`src/rtl/wg_nlfsr_seq.sv`:
```
// Self-sequencing WG-style NLFSR: key load, initialisation rounds and a
// valid/ready keystream phase over N stages of W-bit words.
module wg_nlfsr_seq #(
  parameter int             W           = 5,
  parameter int             N           = 6,
  parameter int             TAP         = 1,
  parameter int             OUT_TAP     = 1,
  parameter logic [W-1:0]   GAMMA       = 5'b10011,
  parameter int             INIT_ROUNDS = 12
) (
  input  logic         clk,
  input  logic         rst_n,
  input  logic         start,
  input  logic         stop,
  input  logic         key_valid,
  input  logic [W-1:0] key_word,
  output logic         key_ready,
  input  logic [W-1:0] tk,
  output logic         out_valid,
  input  logic         out_ready,
  output logic         out_bit,
  output logic         busy
);

  localparam int BW = $clog2(N + 1);
  localparam int RW = $clog2(INIT_ROUNDS + 1);

  typedef enum logic [1:0] {IDLE, LOAD, INIT, RUN} state_e;

  state_e              state_q;
  logic [N-1:0][W-1:0] stage_q;
  logic [BW-1:0]       beat_q;
  logic [RW-1:0]       round_q;
  logic                g;
  logic [W-1:0]        fb_d;

  // Nonlinear filter: parity(x ^ (rotl(x,1) & rotl(x,2))).
  function automatic logic nl(input logic [W-1:0] x);
    logic [W-1:0] r1;
    logic [W-1:0] r2;
    r1 = {x[W-2:0], x[W-1]};
    r2 = {x[W-3:0], x[W-1:W-2]};
    return ^(x ^ (r1 & r2));
  endfunction

  always_comb begin
    g    = nl(stage_q[N-1]);
    fb_d = stage_q[TAP] ^ tk ^ {{(W-1){1'b0}}, g} ^ (g ? GAMMA : '0);
  end

  // NOTE: the stages are a handful of flops rather than a RAM, so they are
  // cleared on reset and on stop together with the FSM and counters.
  always_ff @(posedge clk) begin
    if (!rst_n) begin
      state_q <= IDLE;
      stage_q <= '0;
      beat_q  <= '0;
      round_q <= '0;
    end else if (state_q != IDLE && stop) begin
      state_q <= IDLE;
      stage_q <= '0;
      beat_q  <= '0;
      round_q <= '0;
    end else begin
      case (state_q)
        IDLE: begin
          if (start) begin
            state_q <= LOAD;
            beat_q  <= '0;
          end
        end
        LOAD: begin
          if (key_valid) begin
            stage_q <= {key_word, stage_q[N-1:1]};
            beat_q  <= beat_q + BW'(1);
            if (beat_q == BW'(N - 1)) begin
              state_q <= INIT;
              round_q <= '0;
            end
          end
        end
        INIT: begin
          stage_q <= {fb_d, stage_q[N-1:1]};
          round_q <= round_q + RW'(1);
          if (round_q == RW'(INIT_ROUNDS - 1)) state_q <= RUN;
        end
        RUN: begin
          if (out_ready) stage_q <= {fb_d, stage_q[N-1:1]};
        end
        default: state_q <= IDLE;
      endcase
    end
  end

  assign busy      = (state_q != IDLE);
  assign key_ready = (state_q == LOAD);
  assign out_valid = (state_q == RUN);
  assign out_bit   = out_valid & nl(stage_q[OUT_TAP]);

endmodule

```
`config.mk`:
```
export PLATFORM = sky130hd
export DESIGN_NAME = wg_nlfsr_seq
export DESIGN_NICKNAME = d
export VERILOG_FILES = /design/src/rtl/wg_nlfsr_seq.sv
export SDC_FILE = /design/constraint.sdc
export NUM_CORES = 1
export LEC_CHECK = 0
export ABC_CLOCK_PERIOD_IN_PS = 2100
export BUFFER_PORTS_ARGS = -buffer_cell sky130_fd_sc_hd__buf_2
export CAP_MARGIN = 5
export CORE_ASPECT_RATIO = 0.8
export CORE_UTILIZATION = 55
export DETAILED_ROUTE_END_ITERATION = 16
export HOLD_SLACK_MARGIN = 0.12
export PLACE_DENSITY = 0.85
export SETUP_SLACK_MARGIN = 0.05
export SKIP_CTS_REPAIR_TIMING = 1
export SLEW_MARGIN = 20
export SYNTH_ARGS = -nofsm -noshare
export SYNTH_HDL_FRONTEND = slang
export SYNTH_SLANG_ARGS = --single-unit
```
`constraint.sdc`:
```
create_clock -name clk -period 2.1 [get_ports clk]
set_clock_uncertainty 0.05 [all_clocks]
set_input_delay 0.42 -clock clk [delete_from_list [all_inputs] [get_ports clk]]
set_output_delay 0.42 -clock clk [all_outputs]
set_load 0.02 [all_outputs]
```
Word level (Yosys, flattened, before mapping). Cells that the tools add are included.

Bits in registers: 34. Logic and storage cells: 58.

Add/subtract/negate cells: 2. Bitwise gates (word level): 9. Equal/unequal tests: 10. Reduce and logical (&&, ||, !) cells: 14. Multiplexer cells: 15.

Operators by type and width (count): 30-bit case mux with 3 select lines (1); 30-bit two-way mux (2); 5-bit bitwise XOR (4); 5-bit bitwise AND (2); 5-bit parity (2); 3-bit AND reduction (3); 2-bit two-way mux (4); 4-bit two-way mux (2); 4-bit case mux with 2 select lines (1); 3-bit two-way mux (2); 2-bit inequality test, second input constant (3); 2-bit case mux with 3 select lines (1); 3-bit case mux with 2 select lines (1); 2-bit nonzero test (3); 3-bit nonzero test (2); 5-bit two-way mux (1); 5-bit AND reduction (1); 5-bit by 1-bit bitwise XOR with 5-bit output (1); 4-bit by 1-bit adder with 4-bit output, second input constant (1); 2-bit equality test, second input constant (2); 4-bit equality test, second input constant (1); 2-bit by 1-bit inequality test with 1-bit output, second input constant (2); 3-bit by 1-bit adder with 3-bit output, second input constant (1); 3-bit equality test, second input constant (1); other kinds (6) (6).

Depth between registers and ports, before layout. Gate-level depths: netlist (run 1).

Depth after elaboration: 7. Depth in mapped cells: 8. Gate-level depth less buffers: 7.

Least setup slack after synthesis (run 1). OpenSTA, ideal clock, no wires.

Path type: flip-flop to flip-flop. Start: register state_q[1]. End: register stage_q[12] (netlist name). Stages on the path, launching flop included: 9. Clock period less this slack: 1912 ps. Path buffers: 2. Data required time: 1918 ps. Arrival: 1730 ps. Slack: 188 ps. Path through: dfxtp_1 inv_1 ha_1 and2b_1 or3_1 buf_2 buf_2 nand2_1 a21oi_1.

Longest elaborated chain between the ends: 3.

RTL lines: start, declared (RTL line 30) `state_e state_q;`; start signal, assigned (RTL line 55) `state_q <= IDLE;`; start signal, assigned (RTL line 60) `state_q <= IDLE;`; start signal, assigned (RTL line 68) `state_q <= LOAD;`; 2-bit by 1-bit equality test with 1-bit output (*); via key_ready (RTL line 17) `output logic key_ready,`; 2-bit inequality test (no source line) or 3-bit nonzero test (tied branches); 3-bit AND reduction (no source line); end signal, assigned (RTL line 74) `stage_q <= {key_word, stage_q[N-1:1]};`; end signal, assigned (RTL line 83) `stage_q <= {fb_d, stage_q[N-1:1]};`; end signal, assigned (RTL line 88) `if (out_ready) stage_q <= {fb_d, stage_q[N-1:1]};`; end, declared (RTL line 31) `logic [N-1:0][W-1:0] stage_q;`.

The timed path passes the listed nets; every way through them passes the cells marked *. A chain may end at the register's enable or synchronous reset.

Final worst setup path (run 1).
Start: register stage_q[7] (netlist name). End: output out_bit.

Longest elaborated chain between the ends: 4.

RTL lines: 5-bit bitwise AND (RTL line 43) `return ^(x ^ (r1 & r2));`; 5-bit bitwise XOR (*) (RTL line 43); 5-bit parity (*) (RTL line 43); 1-bit bitwise AND (*) (RTL line 98) `assign out_bit = out_valid & nl(stage_q[OUT_TAP]);`; end, declared (RTL line 21) `output logic out_bit,`.

Every way passes the cells marked *; elsewhere a longest branch is shown, timed or not.

==> flow_summary.toml, run 1 <==
[routing]
drt_first_pass_iters = 4
drc_errors = 0
antenna_left = 0
drt_iter0_drc = 128
num_vias = 1511
viasPerCell = 5.36
finalWirelength_um = 3420
wl_per_cell_um = 12.1

[min_path]
hold_end = "stage_q[8]"
hp-class = "reg2reg"
min_from = "stage_q[13]"
holdPathStages = 2

[layout]
fillers = 238
syn2layout_area_growth_pct = 15.2
antenna_cells = 0
final_nets = 269
regArea_um2 = 686
drive_gt1_share_pct = 17.2
multiInputGateArea_um2 = 1000

[logic_synthesis]
synth_edf_count = 0
yosys_warnings = 0
yosys_register_bits = 34
synthDistinctLibCells = 38
synthFlopType = "dfxtp_1"
netlist_instances = 222
syn_nets = 248
synthesis.area_um2 = 1740
synth.avg_cell_area_um2 = 7.84
async_reset_ff_share_pct = 0
yosysSeqAreaShare_pct = 39.1

[timing]
worst_slack_ns = 0.108
relSlewSlack_pct = 71.2
finalHoldViolCount = 0
slew_viol_final = 0
finalSetupViolations = 0
setup-tns-final_ns = 0
period_share_pct = 94.9
finalCriticalPeriod_ns = 1.99
rsz0062_at_grt = "true"
fmax_ghz = 0.502
worst_pin_slew_ns = 0.427

[clocking]
root_buffer = "clkbuf_8"
cts_tree = "built"
cts_num_sinks = 34
clockBufferDepth = 2
clk_latency_ns = 0.28
htreeDepth = 2
numCtsBuffers = 5
clk_pin_slew_ns = 0.06

[power]
power_frac_clock_pct = 21.4
power_frac_comb_pct = 43.7
p_sw_share_pct = 40.2
p_per_area_nw_per_um2 = 1150
internal_power_mw = 1.37
p_leak_nw = 0.758
ir_worst_vdd_v = 0.000631
pwr-share-seq_pct = 35.0
p_sw_mw = 0.923

[global_routing]
grt_max_degree = 32
grt_pass1_vias = 1301
grt_pass1_wl_um = 5710
antenna_found_initial = 0
grtUsageTotal_pct = 22.2
gr-total-overflow = 0

[outcome]
outcome = "finished, final reports clean"

[critical_path]
r2r_setup_slack_ns = 0.25
cp.arrival_ns = 1.52
max_stage_delay_ns = 0.35
r2r.worst_path.cells = 8
cp_slowest_cell = "dfxtp_2"
timing.rr.start = "state_q[1]"
r2r-end = "stage_q[29]"
critical_path_class = "reg2out"
required_ns = 1.63
crit_fanout = 6
critPathLaunchType = "flop"
crit_path_cell_trace = "o21ai_0 > a21oi_2 > a311o_1 > a21boi_2 > buf_6"
end_kind = "output pin"

[floorplanning]
core_area_um2 = 2870
die_w_um = 64.9
rows = 17
pin_count = 20
start_util_pct = 60.6
die_area_um2 = 3390
die_h_um = 52.3

[place]
portBuffers = 19
gp_congestion = 0.797
dp_hpwl_um = 2420
post-place-ws_ns = 0.192

[job]
maxCapViolations = 0
## area by class of cell
| type | count | share of cell area (%) |
|---|---|---|
| Tap cell | 38 | 2.37 |
| Inverter | 7 | 1.31 |
| Multi-Input combinational cell | 171 | 50.0 |
| Sequential cell | 34 | 34.2 |
| Timing Repair Buffer | 24 | 7.55 |
| Clock inverter | 1 | 0.250 |
| Clock buffer | 7 | 4.31 |
## worst max-delay path: cells and delay by family (launching register included)
family,cells,cell delay [ns]
buffers and inverters,1,0.14
AOI/OAI and AO/OA,4,0.75
DFF,1,0.35
## power groups by stage
stage                     logic (mW)  clock network, mW  registers, mW
after floorplan                0.769                  0          0.794
after global placement         0.965                  0          0.811
after detailed placement       0.982                  0          0.814
after CTS                      0.988              0.504          0.799
after global routing            1.12              0.530          0.815
final                           1.00              0.491          0.803
## worst max-delay path by stage
stage / start / end / slack, ns / depth (start not counted)
3_3_place_gp: state_q[1] / stage_q[29] / 0.27 / 8
5_1_grt: stage_q[5] / out_bit / 0.05 / 5
2_1_floorplan: state_q[1] / stage_q[12] / 0.19 / 8
6_report: stage_q[7] / out_bit / 0.11 / 5
4_1_cts: stage_q[5] / out_bit / 0.02 / 5
3_5_place_dp: state_q[1] / stage_q[29] / 0.19 / 8
## synth_stat cells, types with 5 or more instances
cell type	n	share of area [%]
a21oi_1	34	9.8
dfxtp_1	34	39
ha_1	10	7.2
inv_1	6	1.3
nand2_1	59	13
nor2_1	6	1.3
nor2b_1	5	1.8
or3_1	5	1.8
xnor2_1	5	2.5
## cell families after synthesis
logic type      count (synthesis)  synth area share (%)
mux                             2                  1.15
compound gates                 55                  18.6
fa+ha+maj                      10                  7.19
flops                          34                  39.1
xor+xnor                        6                  3.02
simple gates                   98                  26.5
buf+inv                        17                  4.38
## placed cells by master, fill, tap and decap left out, drive strengths merged, types with 2 or more instances in the layout
cell and count:
nand2 59, a21oi 35, dfxtp 34, buf 24, ha 10, inv 7
clkbuf 7, o21ai 7, nor2 6, nor2b 5, xnor2 5, or3 5
nand3b 4, nand4 4, and2 3, o211ai 3, a31oi 3, nand3 2
mux2i 2, or2 2, and3 2, and3b 2, nor3 2
## routing by layer
layer / track usage, % / vias up / part of all wire [%]
met2: 36.1 / 20 / 45
met1: 28.3 / 690 / 51
li1: - / 797 / -
met3: 5.87 / 4 / 3.1
met4: 7.78 / 0 / 0.76
met5: 0 / - / 0
## sequential cells by signal, indices dropped and copies added (netlist names)
signal / flops
beat_q: 3
round_q: 4
stage_q: 25
state_q: 2
## per-stage QoR
stage	std cells	power (mW)	instance area (um^2)	hold slack, ns	utilization [%]
2_1_floorplan	222	1.56	1740	0.382	-
3_3_place_gp	274	1.78	1880	0.392	65.6
3_5_place_dp	274	1.80	1880	0.397	65.6
4_1_cts	282	2.29	1970	0.403	68.8
5_1_grt	282	2.46	2000	0.423	69.8
6_report	282	2.30	2000	0.396	69.8
Power figures use the tool's default switching activity.
==> run 2, diff against run 1 <==
Settings changed: BUFFER_PORTS_ARGS -buffer_cell sky130_fd_sc_hd__buf_2 to default, DONT_BUFFER_PORTS from default to 1, PLACE_DENSITY 0.85 to 0.79.
==> flow_summary.toml, run 2 (synthesis results as in run 1) <==
[outcome]
outcome = "finished, final reports clean"

[layout]
syn2layout_area_growth_pct = 11.4
fillers = 253
antenna_cells = 0
top_regs = "stage_q: 25 flops, round_q: 4 flops, beat_q: 3 flops"
drive_gt1_share_pct = 11.0
largest_reg_flops = 25
final_nets = 252
stdcell_count = 265
regMostFlops = "stage_q"
final_common_cell = "nand2_1"
final_cell_mix = "nand2_1, a21oi_1, dfxtp_1"

[timing]
fmax_ghz = 0.493
setup-tns-final_ns = 0
slew_viol_final = 0
relSlewSlack_pct = 73.3
worst_pin_slew_ns = 0.396
period_share_pct = 96.7
finalHoldViolCount = 0
finalCriticalPeriod_ns = 2.03
worst_slack_ns = 0.0703
hold_ws_ns = 0.330
finalSetupViolations = 0
rsz0062_at_grt = "true"

[routing]
drc_errors = 0
wl_met3_um = 143
num_vias = 1510
antenna_left = 0
drt_first_pass_iters = 4
drt_iter0_drc = 67
top_layer = "met4"
wl_met2_um = 1730
wl_met1_um = 1710
wl_per_cell_um = 13.7
finalWirelength_um = 3640
viasPerCell = 5.70

[global_routing]
antenna_found_initial = 0
grt_max_degree = 32
gr-total-overflow = 0
grtUsageTotal_pct = 24.4
grt_pass1_wl_um = 6070
grt_pass1_vias = 1386

[floorplanning]
pin_count = 20
die_w_um = 64.9
core_area_um2 = 2870
rows = 17
start_util_pct = 60.6
die_h_um = 52.3
die_area_um2 = 3390

[critical_path]
crit_fanout = 5
cp_slowest_cell = "or3_1"
max_stage_delay_ns = 0.39
crit_path_cell_trace = "or3_1 > a21oi_2 > a311o_1 > a21boi_2 > buf_4"
required_ns = 1.63
cp.arrival_ns = 1.56
critical_path_class = "reg2out"
cp_num_buf_inv = 1
crit_family = "simple AND/OR/NAND/NOR gates"
end_kind = "output pin"
critPathLaunchType = "flop"

[clocking]
numCtsBuffers = 5
cts_tree = "built"
clk_latency_ns = 0.29
clk_pin_slew_ns = 0.06
cts_num_sinks = 34
root_buffer = "clkbuf_8"
htreeDepth = 2
clockBufferDepth = 2

[job]
maxCapViolations = 0

[power]
ir_worst_vdd_v = 0.000657
total_power_mw = 2.36
p_per_area_nw_per_um2 = 1220
p_leak_nw = 0.700

[place]
portBuffers = 0
gp_congestion = 0.820
placedCellCount = 257
dp_hpwl_um = 2610
post-place-ws_ns = 0.158

[min_path]
hp-class = "in2reg"
-- run 2: changes by cell type in the layout (fill, tap and decap cells not counted), sizes merged --
cell    change
clkinv      -1
buf        -17
clkbuf      +1
-- run 2: worst reg2reg max path: stages (launching register included) --
cell and delay [ns]:
dfxtp_1 0.44, inv_1 0.13, ha_1 0.26, nand2b_1 0.20
nand4_1 0.16, nand2_1 0.06, or3_1 0.36, and3_1 0.14
-- run 2: stage by stage --
| step | util (%) | cell area, um^2 |
|---|---|---|
| floorplan | - | 1740 |
| global placement | 62.8 | 1800 |
| detailed placement | 62.8 | 1800 |
| CTS | 66.6 | 1910 |
| global route | 67.5 | 1940 |
| finish | 67.5 | 1940 |
-- run 2: final timing paths --
kind / start / to / slack (ns) / depth (start not counted)
setup reg to reg: state_q[0] / stage_q[26] / 0.21 / 7
hold reg to reg: stage_q[13] / stage_q[8] / 0.39 / 2
hold / removal: key_word[0] / stage_q[25] / 0.33 / 2
setup / recovery: stage_q[5] / out_bit / 0.07 / 5
-- run 2: layout make-up --
| cell class | instances | area [um^2] | share of cell area [%] |
|---|---|---|---|
| clock buffer | 8 | 110 | 5.68 |
| inverter | 7 | 26.3 | 1.36 |
| multi-input combinational | 171 | 1000 | 51.8 |
| sequential | 34 | 684 | 35.3 |
| tap | 38 | 47.5 | 2.45 |
| timing repair buffer | 7 | 65.1 | 3.36 |
-- run 2: where the power goes --
group / internal (mW) / switching, mW / leakage, nW
clock: 0.331 / 0.229 / 0.0575
sequential: 0.717 / 0.0869 / 0.277
combinational: 0.367 / 0.624 / 0.365
-- run 2: metal layers --
layer / GRT usage [%] / up-vias
met2: 41.8 / 23
met3: 8.26 / 7
met4: 10.7 / 0
li1: - / 762
met5: 0 / -
met1: 27.6 / 718
==> run 3, diff against run 2 <==
Settings changed: REMOVE_ABC_BUFFERS from default to 1.
==> flow_summary.toml, run 3 (synthesis results as in run 1) <==
[critical_path]
crit_fanout = 5
r2r.worst_path.cells = 7
r2r_setup_slack_ns = 0.18
max_stage_delay_ns = 0.39
critical_path_class = "reg2out"
required_ns = 1.63
crit_family = "simple AND/OR/NAND/NOR gates"
cp.arrival_ns = 1.55
end_kind = "output pin"
r2r-end = "stage_q[26]"
timing.rr.start = "state_q[1]"
cp_num_buf_inv = 1
cp_slowest_cell = "or3_4"
crit_path_cell_trace = "or3_4 > a21oi_2 > a311o_1 > a21boi_2 > buf_4"
critPathLaunchType = "flop"

[floorplanning]
die_w_um = 64.9
die_area_um2 = 3390
pin_count = 20
start_util_pct = 60.6
core_area_um2 = 2870
rows = 17
die_h_um = 52.3

[clocking]
numCtsBuffers = 5
cts_tree = "built"
clk_pin_slew_ns = 0.07
clockBufferDepth = 2
root_buffer = "clkbuf_8"
clk_latency_ns = 0.29
cts_num_sinks = 34
htreeDepth = 2

[power]
pwr-share-seq_pct = 33.9
p_sw_share_pct = 39.4
internal_power_mw = 1.45
total_power_mw = 2.39
ir_worst_vdd_v = 0.000919
p_leak_nw = 0.697
power_frac_clock_pct = 24.4
p_per_area_nw_per_um2 = 1230
power_frac_comb_pct = 41.7
p_sw_mw = 0.941

[min_path]
min_from = "key_word[2]"
holdPathStages = 2
hp-class = "in2reg"
hold_end = "stage_q[27]"

[timing]
fmax_ghz = 0.496
finalHoldViolCount = 0
worst_pin_slew_ns = 0.398
rsz0062_at_grt = "true"
finalCriticalPeriod_ns = 2.02
period_share_pct = 96.1
slew_viol_final = 0
worst_slack_ns = 0.0823
finalSetupViolations = 0
hold_ws_ns = 0.331
setup-tns-final_ns = 0
relSlewSlack_pct = 73.1

[routing]
drc_errors = 0
drt_iter0_drc = 97
finalWirelength_um = 3690
num_vias = 1525
viasPerCell = 5.71
antenna_left = 0
wl_per_cell_um = 13.8
drt_first_pass_iters = 4

[global_routing]
grtUsageTotal_pct = 24.7
grt_pass1_wl_um = 6150
grt_max_degree = 32
grt_pass1_vias = 1391
antenna_found_initial = 0
gr-total-overflow = 0

[layout]
final_common_cell = "nand2_1"
final_cell_mix = "nand2_1, a21oi_1, dfxtp_1"
stdcell_count = 267
antenna_cells = 0
largest_reg_flops = 25
syn2layout_area_growth_pct = 11.4
top_regs = "stage_q: 25 flops, round_q: 4 flops, beat_q: 3 flops"
final_nets = 254
drive_gt1_share_pct = 11.8
regMostFlops = "stage_q"

[job]
maxCapViolations = 0

[place]
portBuffers = 0
dp_hpwl_um = 2540
gp_congestion = 0.779
post-place-ws_ns = 0.0949
placedCellCount = 258

[outcome]
outcome = "finished, final reports clean"
-- run 3: how the worst max path moves through the flow --
stage	cells after the start	slack, ns	startpoint	to
2_1_floorplan	7	-0.58	state_q[1]	stage_q[26]
3_3_place_gp	8	0.24	state_q[1]	stage_q[23]
3_5_place_dp	8	0.09	state_q[1]	stage_q[23]
4_1_cts	5	-0.01	stage_q[5]	out_bit
5_1_grt	5	0.02	stage_q[5]	out_bit
6_report	5	0.08	stage_q[5]	out_bit
-- run 3: final cells by class --
type / count / area (um^2)
Clock buffer: 7 / 76.3
Clock inverter: 1 / 30.0
Fill cell: 235 / 932
Inverter: 7 / 26.3
Multi-Input combinational cell: 171 / 1000
Sequential cell: 34 / 686
Tap cell: 38 / 47.5
Timing Repair Buffer: 9 / 68.8
-- run 3: per-stage QoR --
stage	area [um^2]	utilization, %
2_1_floorplan	1690	-
3_3_place_gp	1800	62.6
3_5_place_dp	1800	62.6
4_1_cts	1900	66.3
5_1_grt	1940	67.5
6_report	1940	67.5
-- run 3: power by group through the flow --
stage	Sequential, mW	Combinational, mW	Clock [mW]
floorplan	0.794	0.680	0
global placement	0.808	0.896	0
detailed placement	0.815	0.934	0
CTS	0.801	0.941	0.590
global route	0.821	1.10	0.624
finish	0.808	0.996	0.583
-- run 3: per-layer routing --
| layer | up-vias | share of wire, % | GRT usage [%] |
|---|---|---|---|
| met2 | 26 | 50 | 40.6 |
| li1 | 772 | - | - |
| met4 | 0 | 1.3 | 10.0 |
| met3 | 4 | 4.0 | 8.48 |
| met1 | 723 | 45 | 29.6 |
| met5 | - | 0 | 0 |
